`src/rtl/bcd_pkg.sv`:
```
// Shared types and helpers for the sequential double-dabble binary-to-BCD converter.
package bcd_pkg;

    typedef enum logic [1:0] {
        IDLE  = 2'd0,
        SHIFT = 2'd1,
        HOLD  = 2'd2
    } state_e;

    // Shift-add-3 correction: a digit of 5 or more would carry wrongly once doubled.
    function automatic logic [3:0] add3_correct(input logic [3:0] digit);
        if (digit >= 4'd5) begin
            return digit + 4'd3;
        end else begin
            return digit;
        end
    endfunction

    // Smallest digit count d with 10**d > 2**bin_w - 1 (valid for bin_w up to 59).
    function automatic int min_digits(input int bin_w);
        longint p2;
        longint p10;
        int     d;
        p2  = 64'sd1 <<< bin_w;
        p10 = 64'sd1;
        d   = 0;
        for (int i = 0; i < 20; i++) begin
            if (p10 < p2) begin
                p10 = p10 * 64'sd10;
                d   = d + 1;
            end else begin
                d   = d;
            end
        end
        return d;
    endfunction

endpackage

```
`src/rtl/bcd_digit_cell.sv`:
```
// One BCD digit slice: add-3 correction followed by a one-bit left shift.
module bcd_digit_cell
    import bcd_pkg::*;
(
    input  logic [3:0] digit,
    input  logic       shift_in,
    output logic [3:0] digit_next,
    output logic       shift_out
);

    logic [3:0] corr_s;

    assign corr_s     = add3_correct(digit);
    assign digit_next = {corr_s[2:0], shift_in};
    assign shift_out  = corr_s[3];

endmodule

```
`src/rtl/binary_to_bcd_seq.sv`:
```
// Iterative binary-to-BCD converter with start/ready request and valid/ack result handshakes.
// Optional BCD_EARLY_EXIT_EN skips leading zero bits so SHIFT lasts msb+1 cycles.
module binary_to_bcd_seq
    import bcd_pkg::*;
#(
    parameter int BIN_W  = 16,
    parameter int DIGITS = 5
) (
    input  logic                          clk_i,
    input  logic                          reset_ni,
    input  logic                          start_i,
    input  logic [BIN_W-1:0]              binary_i,
    output logic                          ready_o,
    output logic                          done_o,
    output logic                          valid_o,
    input  logic                          ack_i,
    output logic [4*DIGITS-1:0]           bcd_o,
    output logic [$clog2(DIGITS+1)-1:0]   digits_o
);

    localparam int CNT_W = (BIN_W > 1) ? $clog2(BIN_W) : 1;
    localparam int DIG_W = $clog2(DIGITS + 1);
    localparam int ACC_W = 4 * DIGITS;

    if (BIN_W < 2) begin : g_bin_w_check
        $error("binary_to_bcd_seq: BIN_W must be at least 2");
    end
    if (DIGITS < min_digits(BIN_W)) begin : g_digits_check
        $error("binary_to_bcd_seq: DIGITS too small to hold 2**BIN_W-1");
    end

    state_e             state_r;
    state_e             state_nxt_s;
    logic [BIN_W-1:0]   shift_reg_r;
    logic [ACC_W-1:0]   acc_r;
    logic [CNT_W-1:0]   cnt_r;
    logic [ACC_W-1:0]   acc_shift_s;
    logic [DIGITS-1:0]  carry_s;
    logic               carry_unused_s;
    logic               load_s;
    logic               finish_s;
    logic [BIN_W-1:0]   load_value_s;
    logic [CNT_W-1:0]   load_cnt_s;
    logic [DIG_W-1:0]   digits_s;
    logic [ACC_W-1:0]   bcd_r;
    logic [DIG_W-1:0]   digits_r;
    logic               ready_r;
    logic               valid_r;
    logic               done_r;

    // The operand MSB enters digit 0; each digit's corrected MSB feeds the next digit up.
    assign carry_s[0] = shift_reg_r[BIN_W-1];
    for (genvar g = 0; g < DIGITS; g++) begin : g_cell
        if (g == DIGITS - 1) begin : g_top
            bcd_digit_cell u_cell (
                .digit      (acc_r[4*g +: 4]),
                .shift_in   (carry_s[g]),
                .digit_next (acc_shift_s[4*g +: 4]),
                .shift_out  (carry_unused_s)
            );
        end else begin : g_mid
            bcd_digit_cell u_cell (
                .digit      (acc_r[4*g +: 4]),
                .shift_in   (carry_s[g]),
                .digit_next (acc_shift_s[4*g +: 4]),
                .shift_out  (carry_s[g+1])
            );
        end
    end

`ifdef BCD_EARLY_EXIT_EN
    logic [CNT_W-1:0] msb_s;

    // Priority encoder and left-aligned preload so leading zeros cost no cycles.
    always_comb begin
        msb_s = {CNT_W{1'b0}};
        for (int i = 0; i < BIN_W; i++) begin
            if (binary_i[i]) begin
                msb_s = CNT_W'(i);
            end else begin
                msb_s = msb_s;
            end
        end
        load_value_s = binary_i << (CNT_W'(BIN_W - 1) - msb_s);
        load_cnt_s   = msb_s;
    end
`else
    assign load_value_s = binary_i;
    assign load_cnt_s   = CNT_W'(BIN_W - 1);
`endif

    // Significant-digit count of the result leaving the final shift.
    always_comb begin
        digits_s = DIG_W'(1);
        for (int i = 1; i < DIGITS; i++) begin
            if (acc_shift_s[4*i +: 4] != 4'd0) begin
                digits_s = DIG_W'(i + 1);
            end else begin
                digits_s = digits_s;
            end
        end
    end

    // Next-state logic and load/finish strobes.
    always_comb begin
        state_nxt_s = state_r;
        load_s      = 1'b0;
        finish_s    = 1'b0;
        case (state_r)
            IDLE: begin
                if (start_i) begin
                    state_nxt_s = SHIFT;
                    load_s      = 1'b1;
                end else begin
                    state_nxt_s = IDLE;
                end
            end
            SHIFT: begin
                if (cnt_r == {CNT_W{1'b0}}) begin
                    state_nxt_s = HOLD;
                    finish_s    = 1'b1;
                end else begin
                    state_nxt_s = SHIFT;
                end
            end
            HOLD: begin
                if (ack_i) begin
                    state_nxt_s = IDLE;
                end else begin
                    state_nxt_s = HOLD;
                end
            end
            default: begin
                state_nxt_s = IDLE;
            end
        endcase
    end

    // State register and handshake flags, registered from the next state.
    always_ff @(posedge clk_i or negedge reset_ni) begin
        if (!reset_ni) begin
            state_r <= IDLE;
            ready_r <= 1'b1;
            valid_r <= 1'b0;
            done_r  <= 1'b0;
        end else begin
            state_r <= state_nxt_s;
            ready_r <= (state_nxt_s == IDLE);
            valid_r <= (state_nxt_s == HOLD);
            done_r  <= finish_s;
        end
    end

    // Conversion datapath and the result register, which only changes on SHIFT->HOLD.
    always_ff @(posedge clk_i or negedge reset_ni) begin
        if (!reset_ni) begin
            shift_reg_r <= {BIN_W{1'b0}};
            acc_r       <= {ACC_W{1'b0}};
            cnt_r       <= {CNT_W{1'b0}};
            bcd_r       <= {ACC_W{1'b0}};
            digits_r    <= DIG_W'(1);
        end else begin
            if (load_s) begin
                shift_reg_r <= load_value_s;
                acc_r       <= {ACC_W{1'b0}};
                cnt_r       <= load_cnt_s;
            end else if (state_r == SHIFT) begin
                shift_reg_r <= {shift_reg_r[BIN_W-2:0], 1'b0};
                acc_r       <= acc_shift_s;
                cnt_r       <= cnt_r - CNT_W'(1);
            end else begin
                shift_reg_r <= shift_reg_r;
                acc_r       <= acc_r;
                cnt_r       <= cnt_r;
            end
            if (finish_s) begin
                bcd_r    <= acc_shift_s;
                digits_r <= digits_s;
            end else begin
                bcd_r    <= bcd_r;
                digits_r <= digits_r;
            end
        end
    end

    assign ready_o  = ready_r;
    assign valid_o  = valid_r;
    assign done_o   = done_r;
    assign bcd_o    = bcd_r;
    assign digits_o = digits_r;

endmodule

```
`config.mk`:
```
export PLATFORM = sky130hd
export DESIGN_NAME = binary_to_bcd_seq
export DESIGN_NICKNAME = d
export VERILOG_FILES = /design/src/rtl/bcd_pkg.sv /design/src/rtl/bcd_digit_cell.sv /design/src/rtl/binary_to_bcd_seq.sv
export SDC_FILE = /design/constraint.sdc
export NUM_CORES = 1
export LEC_CHECK = 0
export ABC_AREA = 1
export CORE_ASPECT_RATIO = 1.5
export CORE_MARGIN = 1
export CORE_UTILIZATION = 55
export DETAILED_ROUTE_END_ITERATION = 10
export DONT_BUFFER_PORTS = 1
export HOLD_SLACK_MARGIN = 0.02
export PLACE_DENSITY = 0.81
export SETUP_SLACK_MARGIN = 0.3
export SYNTH_ARGS = -nofsm -noshare
export SYNTH_HDL_FRONTEND = slang
export SYNTH_SLANG_ARGS = --single-unit
```
`constraint.sdc`:
```
create_clock -name clk_i -period 1.65 [get_ports clk_i]
set_input_delay 0.165 -clock clk_i [delete_from_list [all_inputs] [get_ports clk_i]]
set_output_delay 0.165 -clock clk_i [all_outputs]
set_load 0.01 [all_outputs]
```
==> summary by stage, run 1 <==
Synthesis
The number of standard cells after synthesis is 378. After synthesis the cells add up to 3290 µm². The Yosys step of the flow raised 0 warnings. The mean instance size in the synthesized netlist is between 8 and 9 µm². Ranked by total cell area, the synthesized netlist is headed by sky130_fd_sc_hd__dfrtp_1, sky130_fd_sc_hd__nand2_1, sky130_fd_sc_hd__inv_1. By count the netlist is led by sky130_fd_sc_hd__nand2_1, sky130_fd_sc_hd__dfrtp_1, sky130_fd_sc_hd__inv_1. The number of distinct standard cells referenced by the synthesized netlist is 31. The number of synthesized flops with an enable pin is 0. The synthesized design contains 68 register bits.

The async set or reset register ratio after synthesis is 100%. The post-synthesis sequential area ratio is 51.8%. The synthesized design spends more area on one cell type than any other, namely sky130_fd_sc_hd__dfrtp_1.

The dominant cell by count in the synthesized netlist is sky130_fd_sc_hd__nand2_1. In this run the biggest area consumer among cell types represents 50.2% of the synthesized area. The number of nets in the synthesized netlist is 409. In the synthesized netlist the dominant register cell turns out to be sky130_fd_sc_hd__dfrtp_1.

Die
The initial cell density of the core is 56.8%. After floorplanning, the core was sized to cover around 5800 µm². Row generation in the floorplan step produced 34 rows. The die is 96.7 µm tall. The die covers 6300 µm². The number of placed I/O pins is 46. The die extent in x is 65.1 µm.

Power
The power density over cell area is 2220 nW/µm². The internal cell power is 5.39 mW. The switching power share of the total is 45.7%. The cell leakage power is around 2.2 nW. The share of total power in combinational logic is 56.0%. Across the VDD grid, the largest voltage drop is ~1.1 mV. The switching power of the nets is 4.54 mW. Of the total power, registers draw a little under a third.

Of the total power, the clock network draws approximately an eighth.

Clock tree
The number of sinks handled by clock tree synthesis is 68. The cell at the root of the clock tree is sky130_fd_sc_hd__clkbuf_8. The deepest level of the CTS H-tree is 3.

The total clock buffers created by CTS is 9. The number of buffers on the longest clock path is 2. In this run, post-CTS hold repair placed 17 buffers.

Clock-pin slew was measured on the worst setup and hold paths at 0.08 ns. The latest clock arrival within the worst-skew pair is 0.35 ns. TritonCTS built the clock tree.

Finish
The growth of design area from synthesis to finish is 36.2%. The repair_antennas step left the layout with diodes totalling 0. Counting the fill cells in the layout gives 325. The number of standard cells in the layout, taps in and fillers out is about 500. Of the cells placed in the final design, the portion with a size suffix greater than 1 is 37.6%. The post-route core utilization is 77.4%.

The number of nets in the layout is 468.

Placement
Summed over all nets, the half-perimeter wirelength after detailed placement is roughly 4700 µm. The count of input and output buffers is 0. The number of instances in the placed design is 445. The congestion estimate from routability-driven global placement came to 0.879.

Route
The per-cell routed wire length is between 15 and 20 µm. The antenna violation net count after detailed routing is 0. After detailed routing, the total wire length is 8870 µm.

The number of DRC violations after detailed-routing iteration 0 is around 270. The number of iterations in the first detailed-routing pass is 4. In the routed design, unresolved DRC markers number 0. The vias per cell is 5.74. For this block, the via count after detailed routing is about 3000.

GRT
Global routing finished with a remaining overflow of 0. The via count of the first global-routing pass is about 2900. The first global-routing pass estimated ~13000 µm of wire. The pin count of the biggest net entering global routing is 69. Global routing consumed, over all layers together, 26.3% of the routing resources.

The number of antenna violations at the first check in global routing was 0.

STA
The number of hold-slack violations in the final timing report is 68. The post-route clock skew is 0.0132 ns. The top achievable clock speed is 0.600 GHz.

After layout, the worst setup slack is -0.0178 ns. The number of max-slew violations in the final report is 0. After layout, the worst path uses 101% of the clock period. The relative slew slack is 82.6%. The routed design could run at a clock period as short as 1.67 ns. Setup repair after global routing could not meet its margin everywhere.

Setup violations remaining at the end of the flow were counted as 2. Final hold analysis gives a worst-case slack of -0.498 ns. At the pin with the least slew margin, the transition time is 0.258 ns.

Critical path
Tracing the worst setup path back leads to its startpoint at acc_r[9]. The largest single stage delay on the critical path is 0.40 ns. The worst setup path is of the reg -> reg kind. The slowest stage of the critical path belongs to the cell sky130_fd_sc_hd__dfrtp_1. STA classifies the critical path endpoint as a flop. The kind of cell with the highest combined delay on the critical path is simple AND/OR/NAND/NOR gates. The required time at the endpoint of the critical path is between 1.5 and 2 ns. In this run the critical register-to-register path is launched from acc_r[9].

The kind of launch point of the worst setup path is a flop. The peak fanout along the critical path is 3. Among the stages of the critical path, the cell type that occurs most often is sky130_fd_sc_hd__nand2_1. Traced cell by cell, the critical path runs through inv_2 > ha_2 > nand2_2 > nand3_4 > nand2_1 > nand2_2 > nand2_1 > nor2_2 > nand2_1 > nand2_1 > nand2_1. The buffers plus inverters on the worst setup path is 1.

Data on the critical path arrives at its endpoint at about 1.9 ns.

Outcome
The checks that failed: negative hold slack, negative setup slack. The run finished, with violations left.

Run
The tool flagged a number of max-cap violations equal to 0.

Min path
The class of the tightest hold or removal check is in -> async.
## worst register-to-register path, stage by stage (launching register included)
cell and delay (ns):
sky130_fd_sc_hd__dfrtp_1 0.40, sky130_fd_sc_hd__inv_2 0.11, sky130_fd_sc_hd__ha_2 0.19, sky130_fd_sc_hd__nand2_2 0.09
sky130_fd_sc_hd__nand3_4 0.09, sky130_fd_sc_hd__nand2_1 0.07, sky130_fd_sc_hd__nand2_2 0.10, sky130_fd_sc_hd__nand2_1 0.09
sky130_fd_sc_hd__nor2_2 0.18, sky130_fd_sc_hd__nand2_1 0.10, sky130_fd_sc_hd__nand2_1 0.09, sky130_fd_sc_hd__nand2_1 0.06
## cells in the final DEF (no fill, tap or decap), types with 6 or more instances in the layout
cell type	instances
sky130_fd_sc_hd__o21ai_0	11
sky130_fd_sc_hd__nor2_1	16
sky130_fd_sc_hd__inv_1	36
sky130_fd_sc_hd__dfrtp_1	66
sky130_fd_sc_hd__o21ai_2	14
sky130_fd_sc_hd__inv_2	21
sky130_fd_sc_hd__clkbuf_8	10
sky130_fd_sc_hd__dlygate4sd3_1	17
sky130_fd_sc_hd__o221ai_1	15
sky130_fd_sc_hd__buf_4	34
sky130_fd_sc_hd__nand2_4	18
sky130_fd_sc_hd__nand3_1	6
sky130_fd_sc_hd__ha_4	6
sky130_fd_sc_hd__nand2_1	74
sky130_fd_sc_hd__nand2_2	22
sky130_fd_sc_hd__o22ai_1	15
sky130_fd_sc_hd__nand4_1	8
## sequential cells by signal, summed over array words and instances (netlist names)
signal	cells
cnt_r	4
ready_o	1
valid_o	1
done_o	1
bcd_o	20
shift_reg_r	16
digits_o	3
state_r	2
acc_r	20
## power by group through the flow
stage	clock, mW	sequential, mW	combinational, mW
after global routing	1.29	3.25	6.08
after detailed placement	0	3.08	3.61
after floorplan	0	2.95	2.80
after global placement	0	3.04	3.44
final	1.19	3.17	5.56
after CTS	1.20	3.05	4.33
## final timing paths
path,endpoint,slack [ns],cells after the start
worst min-delay path,bcd_o[2],-0.50,0
worst max register to register,digits_o[1],-0.02,11
max in group asynchronous,ready_o,1.94,0
worst min register to register,cnt_r[0],0.53,2
worst max-delay path,digits_o[1],-0.02,11
min in group clk_i,state_r[0],0.04,2
## cell type report
type | count | area (µm²) | area share, %
Sequential cell | 68 | 1700 | 38.1
Multi-Input combinational cell | 237 | 1660 | 37.2
Timing Repair Buffer | 60 | 603 | 13.5
Inverter | 61 | 246 | 5.51
Clock buffer | 11 | 141 | 3.16
Tap cell | 72 | 90.1 | 2.01
Clock inverter | 5 | 27.5 | 0.615
## cell families after synthesis
kind of cell             after synthesis  share of synthesized area [%]
AO/OA/AOI/OAI                         69                           13.8
XOR/XNOR                               1                          0.267
adder cells (fa/ha/maj)               11                           4.19
buffers and inverters                 73                           9.17
flip-flops                            68                           51.8
AND/OR/NAND/NOR                      156                           20.7
## routing by layer
metal	wire [µm]	GRT usage (%)
met1	3290	29.4
met2	4830	45.8
met3	381	5.90
met4	369	12.7
met5	0	0
## per-stage QoR
step / power (mW) / setup TNS, ns / cell area (µm²) / hold WS (ns) / worst slack (ns)
3_5_place_dp: 6.69 / 0 / 3400 / -0.129 / 0.0353
4_1_cts: 8.59 / 0 / 4010 / -0.503 / 0.152
2_1_floorplan: 5.75 / 0 / 3320 / -0.131 / 0.266
3_3_place_gp: 6.48 / 0 / 3400 / -0.129 / 0.0829
6_report: 9.93 / -0.0211 / 4480 / -0.498 / -0.0178
5_1_grt: 10.6 / -0.126 / 4480 / -0.513 / -0.0632
## what timing repair did
action                                 in CTS  in global routing
endpoints found under the hold margin      86                 68
buffers inserted                           19                 12
setup endpoints to repair                  31                 38
cloned                                      0                  5
pin swaps                                  18                 23
gates resized for setup                    46                 85
(Power assumes the default switching activity.)
==> inputs of run 2 (changes only) <==
--- a/constraint.sdc
+++ b/constraint.sdc
@@ -3,2 +3,2 @@
 set_output_delay 0.165 -clock clk_i [all_outputs]
-set_load 0.01 [all_outputs]
+set_load 0.05 [all_outputs]
==> summary by stage, run 2 (synthesis gave the netlist of run 1 again) <==
STA
The number of hold-slack violations in the final timing report was 68. The post-route clock skew is 0.0218 ns. Measured against its own limit, the worst slew margin works out to 63.6%. At the pin with the least slew margin, the transition time is between 0.5 and 0.6 ns. The worst path needs 1.61 ns of the cycle, external delays included. The final critical path takes up 97.9% of the cycle. The number of max-slew violations in the final report is 0. Setup repair after global routing could not meet its margin everywhere. The post-layout worst setup margin is 0.0354 ns.

The count of endpoints failing setup in the final report is 0. The final hold slack is -0.509 ns. The sum of negative setup slack is 0 ns. The top achievable clock speed is 0.619 GHz.

GRT
The pin count of the biggest net entering global routing is 69. The all-layer global routing usage is 26.6%. Summed over all layers, the global routing overflow is 0. The number of antenna violations at the first check in global routing is 0.

The via count of the first global-routing pass is about 2900. The first global-routing pass estimated 12800 µm of wire.

Critical path
The largest individual stage delay along the critical path comes from the cell sky130_fd_sc_hd__dfrtp_1. The buffers plus inverters on the worst setup path is 1. The critical path endpoint category is a flop.

Counting stages on the worst path, the most repeated cell is sky130_fd_sc_hd__nand2_1. Along the worst path, the maximum fanout reaches 3. The classification of the worst setup path is reg -> reg.

Across all register-to-register paths, the minimum setup slack is approximately 0.035 ns. The largest stage delay on the critical path is 0.42 ns. The kind of launch point of the worst setup path is a flop. In this design, the largest share of critical-path delay is due to simple AND/OR/NAND/NOR gates. STA puts the critical path data arrival time at 1.87 ns. Walking the worst path, the cells encountered are inv_2 > ha_4 > o21ai_0 > nand2_1 > nand2_1 > nor2_2 > nand2_1 > nand2_1 > nand2_1. The required time at the endpoint of the critical path is roughly 1.9 ns.

Finish
The growth of design area from synthesis to finish is 35.9%. The top cell types in the final layout, fill and taps aside, are sky130_fd_sc_hd__nand2_1, sky130_fd_sc_hd__dfrtp_1, sky130_fd_sc_hd__inv_1, sky130_fd_sc_hd__buf_4, sky130_fd_sc_hd__nand2_2. In the final layout, the share of cells above drive strength 1 is about 36%. The number of nets in the layout is 469. The library cell used most frequently in the layout, excluding fill and tap cells, is sky130_fd_sc_hd__nand2_1. The antenna diode count is 0.

Die
The cell row count is 34. The die covers approximately 6300 µm². In this run the count of I/O pins placed on the die edge is 46. The region available for standard cell placement spans 5790 µm². For this configuration, the core starts out at a cell density of between 50 and 60%.

The die extent in x is 65.1 µm. Measured along the y axis, the die boundary spans 96.7 µm.

Route
The first routing iteration left around 250 violations. In the routed design, unresolved DRC markers number 0. The per-cell routed wire length is 18.9 µm. After detailed routing, the number of vias per cell comes to 5.94. The count of nets left with antenna violations once routing finished came out at 0.

The via count is ~3100. Wires add up to just under 10000 µm. The first detailed-routing pass took 5 iterations.

Clock tree
The number of buffers on the longest clock path is 2. Buffers inserted during clock tree synthesis total 9. Counting every sink on the clock net gives 68. The clock-pin transition on the worst setup and hold timing paths is 0.09 ns. Clock latency on the worst-skew pair, taken at its later pin, is between 0.3 and 0.4 ns. Hold repair after CTS inserted 16 buffers. The clock tree from TritonCTS is yes. The deepest level of the CTS H-tree is 3.

The cell at the root of the clock tree is sky130_fd_sc_hd__clkbuf_8.

Outcome
The checks that failed: negative hold slack. The run finished, with violations left.

Placement
The count of input and output buffers is 0. The pre-CTS setup slack is 0.0386 ns. The final weighted congestion in routability-driven placement is 0.869. The estimated wirelength of the detail-placed design is 4560 µm.

Run
The tool flagged a number of max-cap violations equal to 0.

Min path
The class of the tightest hold or removal check is in -> async.
[run 2: changes by cell type in the layout (fill, tap and decap cells not counted), sizes merged]
cell / before / now
clkinv: 5 / 3
dlygate4sd3: 17 / 16
buf: 39 / 42
clkbuf: 15 / 13
inv: 60 / 61
bufinv: 0 / 1
[run 2: what timing repair did]
item,4_1_cts,5_1_grt
hold endpoints to repair,84,68
gates resized for setup,40,81
pin swaps,23,30
setup buffers,21,13
cloned,0,4
setup endpoints to repair,31,50
[run 2: worst paths after layout]
path / start / to / cells after the start
worst max-delay path: acc_r[9] / digits_o[1] / 9
worst max register to register: acc_r[9] / digits_o[1] / 9
worst min register to register: cnt_r[0] / cnt_r[0] / 2
worst min-delay path: reset_ni / bcd_o[11] / 0
min in group clk_i: ack_i / state_r[1] / 2
max in group asynchronous: reset_ni / ready_o / 0
[run 2: routing by layer]
metal  part of all wire [%]  routed length (µm)  vias to the layer above  track usage (%)
met5                      0                   0                        -                0
met4                    4.3                 420                        0             14.0
met3                    6.5                 628                       47             6.37
met2                     53                5150                      177             44.5
met1                     36                3520                     1470             30.7
li1                       -                   -                     1360                -
[run 2: metrics by stage]
step,instance area [µm²],instances,hold WS (ns),util (%)
3_5_place_dp,3410,445,-0.129,59.0
6_report,4470,514,-0.509,77.2
4_1_cts,4040,497,-0.500,69.8
5_1_grt,4470,514,-0.519,77.2
3_3_place_gp,3410,445,-0.129,59.0
2_1_floorplan,3320,378,-0.131,-
[run 2: final cells by class]
| type | count | area (µm²) |
|---|---|---|
| well taps | 72 | 90.1 |
| inverters | 61 | 254 |
| flip-flops and latches | 68 | 1710 |
| multi-input cells | 237 | 1610 |
| fillers | 328 | 1320 |
| clock buffers | 10 | 138 |
| repair buffers | 61 | 614 |
| clock inverters | 5 | 52.6 |
Power of run 2 is left out: the tool's default activity adds up to more than one toggle a clock period on the data nets, which glitch-free logic cannot reach.
==> inputs of run 3 (changes only) <==
Settings changed: ABC_AREA 1 to unset.
Clock period 1.65 ns to 2.1 ns, I/O delays scaled along.
==> summary by stage, run 3 <==
Outcome
The flow ran to the end, and the final reports show no timing, DRC or antenna violations.

Synthesis
The Yosys step of the flow raised 0 warnings. In the post-synthesis netlist, the biggest area contributors are sky130_fd_sc_hd__dfrtp_1, sky130_fd_sc_hd__nand2_1, sky130_fd_sc_hd__o21ai_1. The synthesized design contains 0 enable-type register cells.

The area share of the largest cell type after synthesis is between 50% and 60%. The number of standard cells after synthesis is 331. The mean instance size in the synthesized netlist is 9.75 µm². The most used flip-flop cell after synthesis is sky130_fd_sc_hd__dfrtp_1. The cell type with the largest total area after synthesis is sky130_fd_sc_hd__dfrtp_1. The most common cell in the synthesized netlist is sky130_fd_sc_hd__dfrtp_1. In this run, distinct cell masters in the synthesized netlist total 45.

Of all flip-flops after synthesis, the portion carrying an async set or reset was 100%. The post-synthesis sequential area ratio is 52.8%. The commonest cells after synthesis are sky130_fd_sc_hd__dfrtp_1, sky130_fd_sc_hd__nand2_1, sky130_fd_sc_hd__o21ai_1.

The number of nets handed over by synthesis was 362. The cell area that synthesis handed to floorplanning was 3230 µm². Synthesis inferred 68 register bits.

Route
The number of iterations in the first detailed-routing pass is 4. For this block, the routed nets add up to 7140 µm of wire. The antenna violation net count after detailed routing is 0.

The per-cell routed wire length is 16.9 µm. For this run, design rule violations remaining after detail routing come to 0. The detailed router placed 2510 vias in this run. The detailed router finished its first iteration with 202 violations. After detailed routing, the number of vias per cell comes to 5.95.

STA
The number of hold-slack violations in the final timing report was 0. The top achievable clock speed is 0.563 GHz. The worst path needs 1.78 ns of the cycle, external delays included.

The post-route clock skew is about 0.014 ns. The relative slew slack is about a third. The post-route fraction of the period consumed by the critical path is 84.6%. The number of max-slew violations in the final report is 0.

On the final layout, the worst hold slack is between 0.05 and 0.06 ns. The count of endpoints failing setup in the final report is 0. Setup repair after global routing could not meet its margin everywhere. The transition time of the tightest slew-check pin is 0.983 ns.

The sum of negative setup slack is 0 ns.

Critical path
The largest stage delay on the critical path is roughly 0.38 ns. On the critical path, the stage with the largest delay is an instance of sky130_fd_sc_hd__dfrtp_1. The critical path starts at acc_r[5].

The worst setup path is launched from a flop. The required time at the endpoint of the critical path is approximately 2.3 ns. The startpoint identified for the worst register-to-register timing path is acc_r[5]. In this run the worst path has a maximum fanout of 5. The classification of the worst setup path is reg -> reg. Traced cell by cell, the critical path runs through inv_2 > ha_1 > nand2b_4 > a21oi_2 > mux2_4 > nor4b_4 > o31ai_2. The critical path endpoint category is a flop. STA puts the critical path data arrival time at 2.00 ns.

Clock tree
The cell at the root of the clock tree is sky130_fd_sc_hd__clkbuf_8. Clock-pin slew was measured on the worst setup and hold paths at around 0.070 ns. The number of buffers on the longest clock path is 2. The clock tree from TritonCTS is yes. The total clock buffers created by CTS is 9. The latest clock arrival within the worst-skew pair is 0.35 ns. CTS built an H-tree with a depth of 3. CTS saw 68 sinks.

Power
The cell leakage power is about 1.6 nW. The worst-case IR drop observed on VDD is between 0.7 and 0.8 mV. Power spread over the standard cell area amounts to 1880 nW/µm².

Finish
The repair_antennas step left the layout with diodes totalling 0. Of the cells placed in the final design, the portion with a size suffix greater than 1 is 18.8%. Summing all flip-flop and latch instances after layout gives 1710 µm². The library cells used most frequently in the layout, excluding fill and tap cells, are sky130_fd_sc_hd__dfrtp_1, sky130_fd_sc_hd__nand2_1, sky130_fd_sc_hd__o21ai_1, sky130_fd_sc_hd__buf_4, sky130_fd_sc_hd__a22oi_1. The layout has 419 filler cells. The post-route core utilization is 66.6%. For this run, the post-layout net count is between 300 and 400. The leading cell type in the layout, fill and taps excluded is sky130_fd_sc_hd__dfrtp_1.

From synthesis to final layout, the design area changed by 15.0%. The area of the multi-input gates is 1510 µm².

Die
The area inside the core boundary is 5570 µm². Pin placement for this block handled 46 I/O pins. Measured along the x axis, the die boundary spans 64.6 µm. From bottom edge to top edge, the die measures ~96 µm. The cell row count is 33.

Once the floorplan was initialized, standard cells occupied 57.9% of the core. The floorplan step defined a die boundary enclosing roughly 6200 µm².

Placement
The count of buffers added on input and output ports is 0. After legalization and detailed placement, the total HPWL measured 4600 µm. At the end of routability-driven placement, the weighted congestion stood at 0.852.

GRT
The pin count of the biggest net entering global routing is 69. The number of antenna violations at the first check in global routing is 0. The first global-routing pass estimated 11100 µm of wire.

The via count of the first global-routing pass is ~2400. In the global route stage, overall resource usage came out at 24.0%. The overall overflow remaining after global route is 0.

Min path
The min-delay analysis places its worst path in the category in -> reg. The startpoint identified for the worst hold timing path is binary_i[5].

Run
The number of max-cap violations is 0.
run 3: changes by cell type after synthesis, sizes merged, moves of 5 or more:
cell,change
nand2,-51
o22ai,-7
nor3b,+6
xnor2,+5
nand2b,+8
nand3,-12
a21oi,+16
clkbuf,+7
a22oi,+16
o221ai,-14
o21ai,+20
nor2,-6
inv,-47
nand4,-7
run 3: cell type report:
cell class	instances	share of cell area, %
clock inverter	2	0.337
multi-input combinational	233	40.6
timing repair buffer	21	5.19
sequential	68	45.9
tap	70	2.36
inverter	14	1.48
clock buffer	14	4.11
run 3: worst paths after layout:
check | endpoint | slack, ns | depth (start not counted)
worst max-delay path | digits_o[1] | 0.32 | 7
worst min-delay path | shift_reg_r[5] | 0.05 | 2
worst max register to register | digits_o[1] | 0.32 | 7
worst min register to register | shift_reg_r[14] | 0.49 | 2
max in group asynchronous | ready_o | 1.37 | 2
min in group asynchronous | acc_r[6] | 0.38 | 2
run 3: logic make-up (layout without fill, tap and decap cells):
kind of cell | Yosys count | in the layout | share of synthesized area (%)
buf+inv | 30 | 51 | 3.95
flops | 68 | 68 | 52.8
mux | 7 | 7 | 2.40
xor+xnor | 5 | 5 | 1.36
simple gates | 103 | 103 | 15.2
compound gates | 107 | 107 | 20.1
fa+ha+maj | 11 | 11 | 4.26
run 3: critical path: cells and delay by family (launching register included):
kind / cells / cell delay (ns)
simple gates: 2 / 0.43
mux: 1 / 0.33
fa+ha+maj: 1 / 0.18
compound gates: 2 / 0.24
flops: 1 / 0.38
buf+inv: 1 / 0.08
run 3: layer usage:
metal | wire, µm | global-route usage, %
met2 | 3750 | 41.9
met5 | 0 | 0
met4 | 131 | 11.5
met3 | 373 | 5.57
met1 | 2880 | 27.7
run 3: through the flow:
step | instance area (µm²) | power, mW | setup slack (ns) | instances
floorplan | 3230 | 4.90 | 0.329 | 331
global placement | 3320 | 5.39 | 0.281 | 393
detailed placement | 3320 | 5.54 | 0.166 | 393
CTS | 3560 | 6.60 | 0.316 | 414
global route | 3710 | 7.39 | 0.275 | 422
finish | 3710 | 6.96 | 0.324 | 422
run 3: power by group:
part           internal (mW)  total [mW]  switching (mW)
combinational           1.38        3.04            1.66
sequential              1.86        3.00            1.14
clock                  0.461       0.923           0.462
total                   3.71        6.96            3.26
run 3: repair_timing:
action / CTS / global route
setup buffers: 3 / 8
endpoints found under the hold margin: 68 / 0
pin swaps: 4 / 9
resized for setup: 6 / 20
hold buffers: 2 / 0
setup endpoints to repair: 4 / 19
